## config.mk

```make
export PLATFORM = sky130hd
export DESIGN_NAME = store_unit
export DESIGN_NICKNAME = d
export VERILOG_FILES = /design/src/rtl/store_unit.sv
export SDC_FILE = /design/constraint.sdc
export NUM_CORES = 1
export LEC_CHECK = 0
export ABC_CLOCK_PERIOD_IN_PS = 4730
export BUFFER_PORTS_ARGS = -buffer_cell sky130_fd_sc_hd__buf_2
export CAP_MARGIN = 10
export CORE_ASPECT_RATIO = 2
export CORE_MARGIN = 2
export CORE_UTILIZATION = 57
export DETAILED_ROUTE_END_ITERATION = 7
export GPL_ROUTABILITY_DRIVEN = 0
export PLACE_DENSITY = 0.81
export SLEW_MARGIN = 20
export SYNTH_ARGS = -nofsm -noshare
export SYNTH_HDL_FRONTEND = slang
export SYNTH_SLANG_ARGS = --single-unit
```

## constraint.sdc

```tcl
create_clock -name clk -period 4.73 [get_ports clk]
set_clock_uncertainty 0.15 [all_clocks]
set_input_delay 0.2365 -clock clk [delete_from_list [all_inputs] [get_ports clk]]
set_output_delay 0.2365 -clock clk [all_outputs]
set_load 0.005 [all_outputs]
```

## src/rtl/store_unit.sv

```systemverilog
// Store buffer: turns SB/SH/SW requests into word-aligned, lane-steered memory writes through a DEPTH-entry FIFO.
// Latency: a store accepted into an empty buffer raises mem_req on the next cycle; queued entries issue back-to-back.
// Backpressure: st_ready drops while the FIFO is full; mem_req is held with a stable head entry until mem_ack.
// Optional: define STORE_MISALIGN_TRAP_EN to drop misaligned SH/SW stores and pulse the misalign output instead.

`ifndef STR_NOP
`define STR_NOP 3'b000
`endif
`ifndef SB
`define SB 3'b001
`endif
`ifndef SH
`define SH 3'b010
`endif
`ifndef SW
`define SW 3'b011
`endif

module store_unit #(
  parameter int DEPTH = 2
) (
  input  logic        clk,
  input  logic        rst_n,
  input  logic        st_valid,
  output logic        st_ready,
  input  logic [2:0]  st_control,
  input  logic [31:0] st_base,
  input  logic [11:0] st_imm,
  input  logic [31:0] st_data,
  output logic        mem_req,
  output logic [31:0] mem_addr,
  output logic [31:0] mem_wdata,
  output logic [3:0]  mem_be,
  input  logic        mem_ack,
  output logic        buf_empty
`ifdef STORE_MISALIGN_TRAP_EN
  ,
  output logic        misalign
`endif
);

  localparam int PW = (DEPTH > 1) ? $clog2(DEPTH) : 1;
  localparam int CW = PW + 1;
  localparam logic [PW-1:0] PTR_ONE = 1;
  localparam logic [CW-1:0] CNT_ONE = 1;
  localparam logic [CW-1:0] CNT_FULL = CW'(DEPTH);

  typedef struct packed {
    logic [31:0] addr;
    logic [31:0] wdata;
    logic [3:0]  be;
  } entry_t;

  typedef enum logic {
    IDLE = 1'b0,
    REQ  = 1'b1
  } state_t;

  entry_t          fifo_mem [DEPTH];
  logic [PW-1:0]   wr_ptr;
  logic [PW-1:0]   rd_ptr;
  logic [CW-1:0]   count;
  logic [CW-1:0]   count_nxt;
  state_t          state;
  state_t          state_nxt;

  logic [31:0]     ea;
  logic [1:0]      lane;
  entry_t          enc;
  logic            enc_known;
  logic            push;
  logic            wr_en;
  logic            pop;
  entry_t          head;

`ifdef STORE_MISALIGN_TRAP_EN
  logic            mis_store;
`endif

  assign ea   = st_base + {{20{st_imm[11]}}, st_imm};
  assign lane = ea[1:0];

  // Decode the store control into a word address, replicated lane data and byte enables.
  always_comb begin
    enc       = '0;
    enc_known = 1'b0;
    enc.addr  = {ea[31:2], 2'b00};
    case (st_control)
      `SB: begin
        enc_known = 1'b1;
        enc.be    = 4'b0001 << lane;
        enc.wdata = {4{st_data[7:0]}};
      end
      `SH: begin
        enc_known = 1'b1;
        enc.be    = 4'b0011 << {lane[1], 1'b0};
        enc.wdata = {2{st_data[15:0]}};
      end
      `SW: begin
        enc_known = 1'b1;
        enc.be    = 4'b1111;
        enc.wdata = st_data;
      end
      default: begin
        enc_known = 1'b0;
      end
    endcase
  end

`ifdef STORE_MISALIGN_TRAP_EN
  // Flag halfwords on an odd byte and words off a word boundary.
  always_comb begin
    mis_store = 1'b0;
    case (st_control)
      `SH:     mis_store = ea[0];
      `SW:     mis_store = (lane != 2'b00);
      default: mis_store = 1'b0;
    endcase
  end
`endif

  assign st_ready  = rst_n && (count != CNT_FULL);
  assign push      = st_valid && st_ready;
`ifdef STORE_MISALIGN_TRAP_EN
  assign wr_en     = push && enc_known && !mis_store;
`else
  assign wr_en     = push && enc_known;
`endif
  assign mem_req   = rst_n && (state == REQ);
  assign pop       = mem_req && mem_ack;
  assign head      = fifo_mem[rd_ptr];
  assign mem_addr  = rst_n ? head.addr  : 32'h0;
  assign mem_wdata = rst_n ? head.wdata : 32'h0;
  assign mem_be    = rst_n ? head.be    : 4'h0;
  assign buf_empty = !rst_n || (count == '0);

  // Occupancy after this cycle's write and pop; a full buffer never writes, so no overflow.
  always_comb begin
    count_nxt = count;
    case ({wr_en, pop})
      2'b10:   count_nxt = count + CNT_ONE;
      2'b01:   count_nxt = count - CNT_ONE;
      default: count_nxt = count;
    endcase
  end

  // Request FSM: leave IDLE as soon as anything is buffered, return once the last entry is acked.
  always_comb begin
    state_nxt = state;
    case (state)
      IDLE: begin
        if ((count != '0) || wr_en) begin
          state_nxt = REQ;
        end
      end
      REQ: begin
        if (mem_ack && (count_nxt == '0)) begin
          state_nxt = IDLE;
        end
      end
      default: state_nxt = IDLE;
    endcase
  end

  // FSM state register.
  always_ff @(posedge clk) begin
    if (!rst_n) begin
      state <= IDLE;
    end else begin
      state <= state_nxt;
    end
  end

  // FIFO storage, pointers and occupancy; reset clears every entry so outputs start at zero.
  always_ff @(posedge clk) begin
    if (!rst_n) begin
      wr_ptr <= '0;
      rd_ptr <= '0;
      count  <= '0;
      for (int i = 0; i < DEPTH; i++) begin
        fifo_mem[i] <= '0;
      end
    end else begin
      if (wr_en) begin
        fifo_mem[wr_ptr] <= enc;
        wr_ptr           <= wr_ptr + PTR_ONE;
      end
      if (pop) begin
        rd_ptr <= rd_ptr + PTR_ONE;
      end
      count <= count_nxt;
    end
  end

`ifdef STORE_MISALIGN_TRAP_EN
  // One-cycle pulse following acceptance of a dropped misaligned store.
  always_ff @(posedge clk) begin
    if (!rst_n) begin
      misalign <= 1'b0;
    end else begin
      misalign <= push && mis_store;
    end
  end
`endif

endmodule

```

==> results.md, run 1 <==
* Clk network pwr share at 39.6%
* Most used flip-flop cell after synthesis: edfxtp_1
* Syn_area_per_cell at ~10 sq um
* Startpoint of the worst hold path: st_data[4]
* Antenna viol nets, final at 0
* Area growth from synthesis to layout at 17.25%
* Hold EP: fifo_mem[1][8]
* Net switching power figure at 946.8 uW
* Switching part of the total at 28.05%
* Die height at 177.5 microns
* Synthesized flop and latch total at around 140
* Sequential fraction of design power at 42.5%
* CP Class: reg -> reg
* Register area at between 4000 and 5000 sq um
* Comb pwr share at 17.8%
* RSZ-0062 raised after global routing: false
* Initial Util at 58.17%
* EDFF count, synth at about 130
* Dpl cells at 1133
* Grt ovf at 0
* Avg WL per Cell at 19.44 microns
* Hold Path Class: in -> reg
* Reg-to-reg endpoint: fifo_mem[1][7]
* Finished Layout Cells at 1166
* Outcome: finished, final reports clean
* Compound-gate portion of the synthesized area at 13.98%
* Fmax at 309.0 MHz
* Drt pass-1 iters at 5
* Vias at 7002
* Hold depth at 2
* Postcts setup bufs at 0
* Full die area at 16100 sq um
* Synth Warn # at 0
* Adder-cell share of the synthesized area at 4.903%
* Largest family of logic cells by synthesized area: simple AND/OR/NAND/NOR gates
* FP Rows at 63
* Final WL at ~23 mm
* Antenna diode count at 0
* Mapped Area at 8574 sq um
* R2r startpoint: count[0]
* Min cycle time layout at 3.236 ns
* Setup_tns at 0 ns
* Pin count of the biggest net entering global routing at 78
* Initial antenna violation count at 0
* Sink Count at 138
* Post-synthesis cell count at 831
* Internal Dissipation at 2429 uW
* Power per cell area at 335.8 nW/um^2
* CTS buffer count at 17
* CP max FO at between 40 and 50
* # port buffers at ~150
* Period Utilization, post-route at 68.42%
* Number of fill cells at 1168
* Seq/Total Area, Yosys at 47.63%
* Clock latency on the worst-skew pair at 0.42 ns
* Synth Area in Simple Gates at 20.21%
* Vias in the first global route at slightly below 7000
* IO Count at 154
* Xor and xnor area share after synthesis at 2.043%
* Area of the multi-input gates at 4243 sq um
* Crit. End Element: register
* Max Cap Viol at 0
* Layout cells sized above 1 at 21.94%
* Asr flop ratio synth at 0%
* Final setup vio count at 0
* CTS tree: yes
* Synth unique cells at 53
* CTS root buf: clkbuf_16
* DIE WIDTH at ~91 microns
* Core Footprint at 14740 sq um
* H-tree Lvls at 4
* Tot GR Track Use at 28.05%
* Mux cell area share after synthesis at approximately 8.2%
* Post-DP HPWL at 15.84 mm
* Headroom to the max-slew limit at 31.23%
* First-pass GRT wire length at approximately 35 mm
* Least-Margin Pin Slew at 1.022 ns
* Worst VDD drop at 0.2316 mV
* Nets at 1074
* Min Hold Slack at 0.02127 ns
* Max Buffers Root-to-Sink at 2
* Critical Path RT at 4.67 ns
* Via density per instance at 6.005
* Worst EP arrival at 3.18 ns
* Worst reg2reg setup slack at 1.49 ns
* Setup crit start kind: register
* R2R cell count at 6
* DRC viols at 0
* Initial drt markers at 508
* Slew Limit Fails at 0
* Final hold violations at 0
* Clock-pin slew on the worst setup and hold paths at about 0.070 ns
* Leakage at roughly 0.004 uW
layout by cell type, fill, tap and decap left out, types with 5 or more instances in the layout:
cell type,netlist,final
a211o_1,7,7
a211oi_1,9,9
a21o_1,23,23
a21oi_1,53,53
a22oi_1,16,16
and2_1,43,43
buf_2,5,151
buf_4,2,8
clkbuf_16,0,17
dfxtp_1,6,5
edfxtp_1,132,132
ha_1,32,32
inv_1,11,11
mux2i_1,70,70
nand2_1,46,44
nand2b_1,6,5
nand4_1,15,15
nor2_1,61,61
nor2b_1,78,78
nor3_1,41,41
nor3b_1,8,8
o21a_1,8,8
o21ai_0,20,20
o21bai_1,5,5
or2_2,12,12
or3_1,8,8
xnor2_1,14,14
xor2_1,6,6
stage by stage:
stage                     setup slack [ns]  util [%]  area [sq um]  total power, uW
final                                1.494     68.20         10050             3375
after global routing                 1.292     68.20         10050             3481
after CTS                            1.508     68.20         10050             3371
after detailed placement             1.333     64.12          9452             2051
after global placement               1.398     64.12          9452             2040
after floorplan                      1.139         -          8578             1847
cells by family (layout without fill, tap and decap cells):
family | count (synthesis) | count (layout)
compound gates | 177 | 177
fa+ha+maj | 33 | 33
other cells | 1 | 2
xor+xnor | 20 | 20
simple gates | 327 | 327
flops | 138 | 138
buf+inv | 65 | 204
mux | 70 | 70
state kept, by name (all words and copies together) (netlist names), named ones only:
| name | flops |
|---|---|
| fifo_mem | 132 |
| wr_ptr | 1 |
| rd_ptr | 1 |
| count | 2 |
| state | 1 |
cells in the mapped netlist, types with 3 or more instances:
library cell,instances,share of area (%)
o21bai_1,5,0.44
nand2_1,46,2.0
nand3_1,3,0.18
a21oi_1,53,3.1
buf_2,5,0.29
a31oi_1,4,0.29
clkbuf_1,32,1.4
nand2b_1,6,0.44
o21a_1,8,0.70
mux2i_1,70,8.2
a211o_1,7,0.72
dfxtp_1,6,1.4
a21boi_0,4,0.35
or2_2,12,0.88
o21ai_0,20,1.2
edfxtp_1,132,46
or3_1,8,0.58
buf_1,14,0.61
ha_1,32,4.7
nand4_1,15,1.1
nor3b_1,8,0.70
o221ai_1,4,0.41
nor4_1,3,0.22
a211oi_1,9,0.79
and2_1,43,3.1
a22oi_1,16,1.4
o22ai_1,3,0.22
nor3_1,41,2.4
inv_1,11,0.48
nor2_1,61,2.7
and3_1,3,0.22
a21o_1,23,2.0
nor2b_1,78,5.7
xnor2_1,14,1.4
xor2_1,6,0.61
routing by layer:
| metal | routed length [microns] | part of all wire, % | global-route usage (%) |
|---|---|---|---|
| met3 | 1261 | 5.6 | 4.586 |
| met2 | 12410 | 55 | 52.15 |
| met5 | 0 | 0 | 0 |
| met1 | 7765 | 34 | 29.44 |
| met4 | 1227 | 5.4 | 16.28 |
layout make-up:
| type | count | share of cell area [%] |
|---|---|---|
| Timing Repair Buffer | 161 | 8.413 |
| Clock inverter | 14 | 1.618 |
| Clock buffer | 18 | 4.269 |
| Inverter | 11 | 0.4107 |
| Tap cell | 195 | 2.427 |
| Sequential cell | 138 | 40.66 |
| Multi-Input combinational cell | 629 | 42.20 |
power groups by stage:
stage          combinational (uW)  clock [uW]  sequential, uW
5_1_grt                       655        1380            1440
2_1_floorplan                 408           0            1440
4_1_cts                       596        1340            1440
3_5_place_dp                  590           0            1460
3_3_place_gp                  583           0            1460
6_report                      603        1340            1440
critical path, stage by stage, from the launching register on:
cell and delay (ns):
dfxtp_1 0.42, inv_1 0.06, a21boi_1 0.19, o2111ai_1 0.32
or2_2 0.75, nand2_2 0.64, buf_12 0.33
what timing repair did:
| action | in CTS | in global routing |
|---|---|---|
| gates resized for setup | 0 | 0 |
| hold buffers | 1 | 0 |
| hold endpoints to repair | 1 | 0 |
how the worst max path moves through the flow:
| stage | startpoint | endpoint | slack, ns | depth (start not counted) |
|---|---|---|---|---|
| floorplan | count[0] | fifo_mem[1][0] | 1.14 | 7 |
| CTS | count[0] | fifo_mem[1][7] | 1.51 | 6 |
| finish | count[0] | fifo_mem[1][7] | 1.49 | 6 |
| global placement | st_control[2] | fifo_mem[1][0] | 1.40 | 6 |
| detailed placement | st_control[2] | fifo_mem[1][30] | 1.33 | 6 |
| global route | count[0] | fifo_mem[1][7] | 1.29 | 6 |
No activity file was read; power rests on OpenSTA's default activity.
==> inputs of run 2 (changes only) <==
Settings changed: ABC_AREA set to 1, ABC_CLOCK_PERIOD_IN_PS 4730 to 3150.
Clock period 4.73 ns to 3.15 ns, I/O delays scaled along.
==> results.md, run 2 <==
* Outcome: finished, final reports clean
* Min cycle time layout at between 2 and 3 ns
* RSZ-0062 raised after global routing: false
* Area contributors post-synth: edfxtp_1 47%, nor2_1 14%, nand2_1 11%
* Antenna diode count at 0 (unchanged)
* Dpl cells at 1426 (+26%)
* CP top delay family: flip-flops
* Slew Limit Fails at 0 (unchanged)
* Fmax at roughly 370 MHz
* # port buffers at 151 (unchanged)
* Final Util at 71.03% (+2.8 points)
* First-pass GRT wire length at 39.09 mm (+12%)
* Antenna viol nets, final at 0 (unchanged)
* Syn_area_per_cell at 7.695 sq um (-25%)
* Final hold violations at 0 (unchanged)
* CTS tree: yes
* Final WL at 24.88 mm (+9.7%)
* Post-synth top area cell: edfxtp_1
* Area growth from synthesis to layout at 23.13%
* Max Buffers Root-to-Sink at 3 (+1)
* Most frequent cells in the layout: 316 x nor2_1, 243 x nand2_1, 151 x buf_2
* Number of fill cells at 1142 (-2.2%)
* Least-Margin Pin Slew at 0.8603 ns (-0.1620 ns)
* Vias in the first global route at 8224 (+19%)
* Sink Count at 138 (unchanged)
* Top Registers: fifo_mem: 132 flops, count: 2 flops
* Nets at 1415 (+32%)
* Max reg flops at 132 (unchanged)
* DIE WIDTH at 90.37 microns (-0.40%)
* Seq/Total Area, Yosys at 48.03% (+0.40 points)
* Initial drt markers at 558 (+9.8%)
* Die height at 176.7 microns (-0.41%)
* Max Cap Viol at 0 (unchanged)
* Synth top cells by count: 316 x nor2_1, 245 x nand2_1, 140 x inv_1
* Full die area at 15970 sq um (-0.80%)
* Layout cells sized above 1 at 15.63% (-6.3 points)
* Reg-to-reg endpoint: fifo_mem[1][5]
* Area post-placement at 9400 sq um (-0.54%)
* H-tree Lvls at 4 (unchanged)
* Leakage at 0.005241 uW (+33%)
* Clock-pin slew on the worst setup and hold paths at 0.05 ns (-0.02 ns)
* Buf+Inv Stages, Crit Path at 2 (unchanged)
* Asr flop ratio synth at 0% (unchanged)
* Synth top area share at 46.62% (+0.39 points)
* Power per cell area at 507.8 nW/um^2 (+51%)
* Worst reg2reg setup slack at 1.20 ns (-0.29 ns)
* Min Hold Slack at 0.01386 ns (-0.007411 ns)
* Crit. End Element: primary output
* Setup crit start kind: register
* Drt pass-1 iters at 7 (+2)
* IO Count at 154 (unchanged)
* Post-DP HPWL at 17.14 mm (+8.2%)
* Pin count of the biggest net entering global routing at 67 (-14%)
* Vias at 8144 (+16%)
* CTS buffer count at 25 (+8)
* Most numerous cell in the Yosys netlist: nor2_1
* Synth Warn # at 0 (unchanged)
* Critical path depth at 4 (-2)
* Post-route cell area at 10470 sq um (+4.1%)
* Final setup vio count at 0 (unchanged)
* Hold Path Class: in -> reg
* CTS root buf: clkbuf_16
* CP max FO at 50 (+8.7%)
* CP max stage cell: dfxtp_2
* Mapped Area at 8503 sq um (-0.83%)
* Worst VDD drop at 0.2784 mV (+20%)
* Post-synthesis cell count at 1105 (+33%)
* CP cell instances: buf_4, o21ai_0, nor2_1, buf_2
* Initial antenna violation count at 0 (unchanged)
* EDFF count, synth at 132 (unchanged)
* Synth unique cells at 29 (-45%)
* Setup_tns at 0 ns (unchanged)
* Clock latency on the worst-skew pair at 0.45 ns (+0.03 ns)
* Largest Register: fifo_mem
* DRC viols at 0 (unchanged)
* Worst EP arrival at 2.36 ns (-0.82 ns)
* Via density per instance at 5.429 (-9.6%)
* Crit path to: mem_wdata[24]
* R2R cell count at 7 (+1)
* Grt ovf at 0 (unchanged)
* Most used flip-flop cell after synthesis: edfxtp_1
* Synthesized flop and latch total at 138 (unchanged)
* FP Rows at 63 (unchanged)
* Headroom to the max-slew limit at 42.65% (+11 points)
* Period Utilization, post-route at 84.74%
* Initial Util at 57.69% (-0.48 points)
* Critical Path RT at 2.84 ns (-1.83 ns)
* Worst path max stage delay at 0.89 ns (+0.14 ns)
* R2r startpoint: count[0]
* Core Footprint at 14740 sq um (unchanged)
* Avg WL per Cell at 16.58 microns (-15%)
* Finished Layout Cells at 1500 (+29%)
* Most common cell after layout, fill and taps aside: nor2_1
* CP Class: reg -> out
* Tot GR Track Use at 31.26% (+3.2 points)
[run 2: cell count changes after synthesis, sizes merged, moves of 17 or more]
| cell | previous run | this run |
|---|---|---|
| nand3 | 3 | 25 |
| inv | 11 | 143 |
| and2 | 43 | 0 |
| mux2i | 70 | 0 |
| nand2 | 46 | 247 |
| a21oi | 53 | 36 |
| nor3 | 41 | 4 |
| a21o | 23 | 1 |
| o21ai | 21 | 70 |
| nor2b | 78 | 0 |
| nor2 | 61 | 316 |
[run 2: routing by layer]
layer  part of all wire (%)  vias to the layer above  track usage [%]  wire, microns
met5                      0                        -                0              0
met4                    7.8                        0            23.91           1950
met3                    5.2                      117            3.918           1298
met2                     55                      384            59.96          13600
met1                     32                     3721            29.52           8023
li1                       -                     3922                -              -
[run 2: kinds of logic after synthesis]
group	Yosys count	synth area share, %
AND/OR/NAND/NOR	603	27.56
other	1	0.04410
flip-flops	138	48.03
AO/OA/AOI/OAI	130	8.652
buffers and inverters	183	9.020
adder cells (fa/ha/maj)	33	4.944
XOR/XNOR	17	1.751
[run 2: through the flow]
step	power, uW	worst slack [ns]
after detailed placement	3127	0.7184
final	5317	0.4805
after CTS	5305	0.6399
after floorplan	2786	0.06453
after global routing	5517	0.3717
after global placement	3106	0.7702
[run 2: worst min-delay path by stage]
stage	start	end	slack, ns	depth (start not counted)
final	st_data[11]	fifo_mem[0][31]	0.01	3
after global routing	st_data[8]	fifo_mem[1][12]	0.01	3
after CTS	st_data[8]	fifo_mem[0][12]	0.001	3
after detailed placement	rd_ptr	register	0.31	2
after global placement	rd_ptr	register	0.30	2
after floorplan	st_valid	wr_ptr	0.21	2
[run 2: cell type report]
class / count / area (sq um) / area share [%]
tap: 195 / 244.0 / 2.330
clock inverter: 7 / 30.03 / 0.2868
multi-input combinational: 785 / 3661 / 34.97
inverter: 143 / 536.8 / 5.127
timing repair buffer: 206 / 1284 / 12.26
sequential: 138 / 4085 / 39.02
clock buffer: 26 / 629.4 / 6.011
[run 2: repair_timing]
action	CTS	global route
endpoints found under the hold margin	60	0
endpoints found under the setup margin	0	0
hold buffers	41	0
buffers inserted	0	0
gates resized for setup	0	0
[run 2: power by group]
| group | switching (uW) | total, uW | internal [uW] | leakage (uW) |
|---|---|---|---|---|
| registers | 41.8 | 2160 | 2120 | 0.00142 |
| logic | 644 | 1010 | 361 | 0.00349 |
| clock network | 749 | 2150 | 1410 | 0.000327 |
[run 2: worst reg2reg max path, delay by kind of cell (launching register included)]
family	cells	cell delay (ns)
buf+inv	3	0.61
simple gates	3	0.26
flops	1	0.40
compound gates	1	0.14
